===== src/rtl/reload_replay_fifo.sv =====
// Single-clock FIFO with mark/rewind replay so a consumer can re-read a stored
// block for several passes; occupancy levels, thresholds and sticky error flags.
module reload_replay_fifo #(
  parameter int unsigned DEPTH  = 16,
  parameter int unsigned WIDTH  = 32,
  parameter bit          REPLAY = 1'b1
) (
  input  logic                       clk,
  input  logic                       reset_n,
  input  logic                       flush,
  input  logic [WIDTH-1:0]           wrdata,
  input  logic                       wren,
  input  logic                       rden,
  input  logic                       rd_mark,
  input  logic                       rd_rewind,
  input  logic [$clog2(DEPTH):0]     af_level,
  input  logic [$clog2(DEPTH):0]     ae_level,
  output logic [WIDTH-1:0]           rddata,
  output logic                       rddata_vld,
  output logic                       full,
  output logic                       almost_full,
  output logic                       empty,
  output logic                       almost_empty,
  output logic [$clog2(DEPTH):0]     rd_level,
  output logic [$clog2(DEPTH):0]     wr_level,
  output logic                       overflow,
  output logic                       underflow
);

  localparam int unsigned AW = $clog2(DEPTH);
  localparam int unsigned PW = AW + 1;

  logic [WIDTH-1:0] mem_q [DEPTH];

  logic [PW-1:0]    wrptr_q, wrptr_d;
  logic [PW-1:0]    rdptr_q, rdptr_d;
  logic [PW-1:0]    mkptr_q, mkptr_d;
  logic [WIDTH-1:0] rddata_q, rddata_d;
  logic             rddata_vld_q, rddata_vld_d;
  logic             overflow_q, overflow_d;
  logic             underflow_q, underflow_d;

  logic             wr_acc;
  logic             rd_acc;
  logic             rewind_en;
  logic             mark_en;

  // Storage is bounded by the mark, not the read pointer, so marked data survives.
  assign rd_level     = wrptr_q - rdptr_q;
  assign wr_level     = wrptr_q - mkptr_q;
  assign full         = (wr_level == PW'(DEPTH));
  assign empty        = (rd_level == '0);
  assign almost_full  = (wr_level >= af_level);
  assign almost_empty = (rd_level <= ae_level);
  assign rddata       = rddata_q;
  assign rddata_vld   = rddata_vld_q;
  assign overflow     = overflow_q;
  assign underflow    = underflow_q;

  always_comb begin
    wr_acc       = wren && !full;
    rewind_en    = REPLAY && rd_rewind;
    mark_en      = REPLAY && rd_mark;
    rd_acc       = rden && !empty && !rewind_en;

    wrptr_d      = wrptr_q;
    rdptr_d      = rdptr_q;
    mkptr_d      = mkptr_q;
    rddata_d     = rddata_q;
    rddata_vld_d = rd_acc;
    overflow_d   = overflow_q | (wren && full);
    underflow_d  = underflow_q | (rden && empty && !rewind_en);

    if (wr_acc) wrptr_d = wrptr_q + PW'(1);

    if (rewind_en)   rdptr_d = mkptr_q;
    else if (rd_acc) rdptr_d = rdptr_q + PW'(1);

    if (rd_acc) rddata_d = mem_q[rdptr_q[AW-1:0]];

    // Mark captures the post-read pointer; a same-cycle rewind wins over it.
    if (!REPLAY)                     mkptr_d = rdptr_d;
    else if (mark_en && !rewind_en)  mkptr_d = rdptr_d;

    if (flush) begin
      wrptr_d      = '0;
      rdptr_d      = '0;
      mkptr_d      = '0;
      rddata_d     = '0;
      rddata_vld_d = 1'b0;
      overflow_d   = 1'b0;
      underflow_d  = 1'b0;
    end
  end

  always_ff @(posedge clk or negedge reset_n) begin
    if (!reset_n) begin
      wrptr_q      <= '0;
      rdptr_q      <= '0;
      mkptr_q      <= '0;
      rddata_q     <= '0;
      rddata_vld_q <= 1'b0;
      overflow_q   <= 1'b0;
      underflow_q  <= 1'b0;
    end else begin
      wrptr_q      <= wrptr_d;
      rdptr_q      <= rdptr_d;
      mkptr_q      <= mkptr_d;
      rddata_q     <= rddata_d;
      rddata_vld_q <= rddata_vld_d;
      overflow_q   <= overflow_d;
      underflow_q  <= underflow_d;
    end
  end

  // Storage array carries no reset; validity is tracked by the pointers.
  always_ff @(posedge clk) begin
    if (wr_acc && !flush) mem_q[wrptr_q[AW-1:0]] <= wrdata;
  end

endmodule


===== config.mk =====
export PLATFORM = sky130hd
export DESIGN_NAME = reload_replay_fifo
export DESIGN_NICKNAME = d
export VERILOG_FILES = /design/src/rtl/reload_replay_fifo.sv
export SDC_FILE = /design/constraint.sdc
export NUM_CORES = 1
export LEC_CHECK = 0
export BUFFER_PORTS_ARGS = -buffer_cell sky130_fd_sc_hd__buf_2
export CAP_MARGIN = 20
export CORE_MARGIN = 2
export CORE_UTILIZATION = 40
export DETAILED_ROUTE_END_ITERATION = 10
export PLACE_DENSITY = 0.54
export SYNTH_ARGS = -nofsm -noshare
export SYNTH_HDL_FRONTEND = slang
export SYNTH_SLANG_ARGS = --single-unit

===== constraint.sdc =====
create_clock -name clk -period 13 [get_ports clk]
set_input_delay 2.6 -clock clk [delete_from_list [all_inputs] [get_ports clk]]
set_output_delay 2.6 -clock clk [all_outputs]
set_load 0.1 [all_outputs]

== Yosys cells after proc, flatten, opt, wreduce, memory -nomap -nowiden ==
Memories as Yosys holds them, arrays and structs flattened.
Index checks and enable logic that the tools add are counted.

* Output and inout port bits: 49
* Memories kept: 1
* Flip-flop bits (word level): 50
* Memory bits (writable): 512
* Logic and storage cells: 47

* Equal/unequal tests: 1
* Magnitude comparators: 2
* Multiplexer cells: 14
* Reduce and logical (&&, ||, !) cells: 16
* Add/sub/neg operators: 4
* Bitwise operators: 2

{| class="wikitable"
|+ Memory list
! name !! words !! bits a word !! rd ports !! clocked after Yosys merged registers in !! write ports !! RTL line !! source
|-
| mem_q || 16 || 32 || 1 || 0 || 1 || 33 || <nowiki>logic [WIDTH-1:0] mem_q [DEPTH];</nowiki>
|}

{| class="wikitable"
|+ Operators with widths
! operator !! number
|-
| 32-bit two-way mux || 2
|-
| 5-bit two-way mux || 7
|-
| 5-bit by 1-bit adder with 5-bit output, second input constant || 2
|-
| 5-bit subtractor || 2
|-
| 1-bit logical AND || 8
|-
| 2-bit nonzero test || 3
|-
| 5-bit equality test, second input constant || 1
|-
| 5-bit >= comparator || 1
|-
| 5-bit less-or-equal comparator || 1
|-
| 5-bit logical NOT || 1
|-
| 1-bit two-way mux || 5
|-
| 1-bit logical NOT || 4
|-
| 1-bit OR || 2
|}

== Logic depth before layout (Yosys ltp) ==
* Depth in word-level cells: 9
* Depth in mapped cells: 13
* Mapped depth without buffers: 11

== Worst setup path after synthesis ==
Ideal clock, no wire load.

* Path kind: input to output
* From: input ae_level[1]
* To: output almost_empty
* Path slack: 5.508 ns
* Stages on the path: 8
* Data required time: 10.400 ns
* Path buffers: 0
* Arrival time: 4.892 ns
* Path through: inv_1 ha_1 nor2b_1 o21ai_0 nand2b_1 a21oi_1 nor2b_1 o22ai_1

* Cells in the longest elaborated chain, start to end: 1

{| class="wikitable"
|+ RTL lines
! what !! RTL line !! source
|-
| start, declared || 17 || <nowiki>input logic [$clog2(DEPTH):0] ae_level,</nowiki>
|-
| 5-bit less-or-equal comparator || 54 || <nowiki>assign almost_empty = (rd_level <= ae_level);</nowiki>
|-
| end, declared || 23 || <nowiki>output logic almost_empty,</nowiki>
|}

Every way passes these cells.

== Final worst setup path ==
Ends and elaborated chain as after synthesis.

==> impl_metrics.toml <==
[yosys]
synth.avg_cell_area_sq_um = 20.3
synth_flop_cell = "edfxtp_1"
yosysTopAreaCell = "edfxtp_1"
synth.distinct_cells = 44
synth_seq_cells = 562
ys_async_sr_fraction = 0.0890
synth_area_sq_um = 22100
synth_edf_count = 512
yosysSeqAreaShare = 0.754
synth_area_leaders = "edfxtp_1 (70%), mux4_2 (13%), dfrtp_1 (5.7%)"
syn_nets = 1158
yosysTopAreaCellShare = 0.697
synth_cells = 1084
ys.warnings.count = 0

[drt]
drt-pass1-iter-count = 5
drtIter0Drc = 929
ant_nets = 0
wl_per_cell_um = 26.2
routed_wl_um = 51500
drc_errors = 0
via_count = 10800
vias_per_cell = 5.51

[worst_setup_path]
path_max_fanout = 2
crit_start = "ae_level[1]"
reg2reg_depth = 11
critPathKind = "input port to primary output"
r2r_end = "mem_q[3][11]"
worstPathRequired_ns = 10.40
r2r_setup_slack_ns = 9.12
worstReg2RegStart = "wrptr_q[0]"
cp-start-kind = "input port"
endpoint = "almost_empty"
arrival_ns = 4.09
endpoint_kind = "primary output"

[power]
peakVddDrop_mv = 0.0977
p_leak_nw = 8.27
power_per_cell_area_nw_per_um2 = 158
total_power_mw = 3.97

[layout]
seqCellArea_sq_um = 16600
fillers = 4595
stdcell_area_sq_um = 25200
syn_to_final_growth_pct = 14.2
mostFrequentLayoutCell = "edfxtp_1"
fin_nets = 1289
multiInputGateArea_sq_um = 5130
final_cell_mix = "edfxtp_1 (512), mux4_2 (128), buf_2 (97), a22oi_1 (64), clkbuf_16 (59)"
n_antenna_cell = 0
drive_above_1_share = 0.293

[timing]
period_minus_slack_ns = 6.69
max_clock_freq_mhz = 149
setup_viol = 0
postLayoutSetupSlackWorst_ns = 6.31
period_share = 0.515
final.setup.tns_ns = 0
final_hold_viol_count = 0
fin_skew_ns = 0.00937
final-max-slew-violation-count = 0
maxSlewHeadroom = 0.312
tightest_slew_ns = 1.03
rsz0062_at_grt = "no"

[global_route]
grt_max_degree = 66
overflow = 0
grt_pass1_vias = 11300
antenna_found_initial = 2
grt_pass1_wl_um = 76100
track_usage = 0.185

[min_path]
hp-class = "flip-flop to flip-flop"

[placed_design]
placed_area_sq_um = 23500
dpl.hpwl_um = 25600
place.gp.congestion = 0.714
dp_slack_ns = 6.29
numPortBuffers = 97

[clock_tree]
cts_buffer_depth = 3
cts_root_buf = "clkbuf_16"
cts_hold_buffers = 0
insertion_delay_ns = 0.60
cts.sinks = 562
cts_tree = "yes"
htree_num_levels = 2
cts.clk_slew.worst_paths_ns = 0.06
cts-resized-gates = 0
cts_buffers = 58
post_cts_buffers = 0

[floorplanning]
fp.dieW_um = 239
dieArea_sq_um = 57000
start_util = 0.403
rows = 86
ioPinCount = 98
core_sq_um = 54800
die_h_um = 239

[outcome]
status = "finished, final reports clean"

[job]
maxCapViolCount = 0
worst min-delay path by stage:
stage / start / end / slack [ns] / cells after the start
finish: overflow / overflow / 0.49 / 2
global route: rddata[26] / rddata[26] / 0.54 / 2
CTS: overflow / overflow / 0.50 / 2
detailed placement: overflow / overflow / 0.49 / 2
global placement: overflow / overflow / 0.48 / 2
floorplan: mkptr_q[0] / rdptr_q[0] / 0.55 / 2
cells in the mapped netlist (3+ instances only):
cell type,number
inv_1,21
edfxtp_1,512
or3_1,3
buf_6,6
a21oi_1,43
ha_1,23
nand2_1,36
nor4_1,4
a21o_1,36
dfrtp_1,50
nor2b_1,6
mux4_2,128
o21ai_0,5
buf_4,7
xor2_1,4
nand3_1,4
xnor2_1,4
nand2b_1,11
a211oi_1,8
buf_2,18
buf_1,5
nor2_1,22
nor3_1,14
clkbuf_1,24
a22oi_1,64
area by class of cell:
type,count,area share
clock buffer,83,0.0634
clock inverter,23,0.00462
tap,704,0.0350
timing repair buffer,131,0.0294
sequential,562,0.660
multi-input combinational,438,0.204
inverter,24,0.00358
sequential cells by signal, summed over array words and instances (netlist names):
signal and count:
mem_q 512, mkptr_q 5, overflow 1, rddata 32
rddata_vld 1, rdptr_q 5, underflow 1, wrptr_q 5
metal layers:
metal / GRT usage / vias to the layer above / routed length, um
met5: 0 / - / 22
li1: - / 4718 / -
met1: 0.254 / 5769 / 22500
met3: 0.0323 / 68 / 2710
met4: 0.0373 / 4 / 823
met2: 0.313 / 274 / 25500
logic make-up after synthesis:
group / synth area share
AOI/OAI and AO/OA: 0.0540
xor gates and xnor gates: 0.00539
adders and majority gates: 0.0149
buffers and inverters: 0.0186
DFF: 0.754
muxes: 0.131
and+or+nand+nor: 0.0222
metrics by stage:
step                 util  cells  hold WS, ns
floorplan               -   1084        0.547
global placement    0.429   1859        0.484
detailed placement  0.429   1859        0.489
CTS                 0.460   1965        0.504
global route        0.460   1965        0.535
finish              0.460   1965        0.494
where the power goes:
| part | switching, mW | total [mW] | internal, mW |
|---|---|---|---|
| clock | 0.662 | 1.51 | 0.849 |
| combinational | 0.317 | 0.445 | 0.128 |
| sequential | 0.0185 | 2.02 | 2.00 |
worst max-delay path, stage by stage:
cell and delay [ns]:
buf_2 0.08, inv_1 0.03, ha_1 0.29, nor2b_1 0.13, o21ai_0 0.13, nand2b_1 0.08
a21oi_1 0.14, nor2b_1 0.06, o22ai_1 0.12, buf_2 0.45
Note: power is estimated with default switching activity, not from simulation.
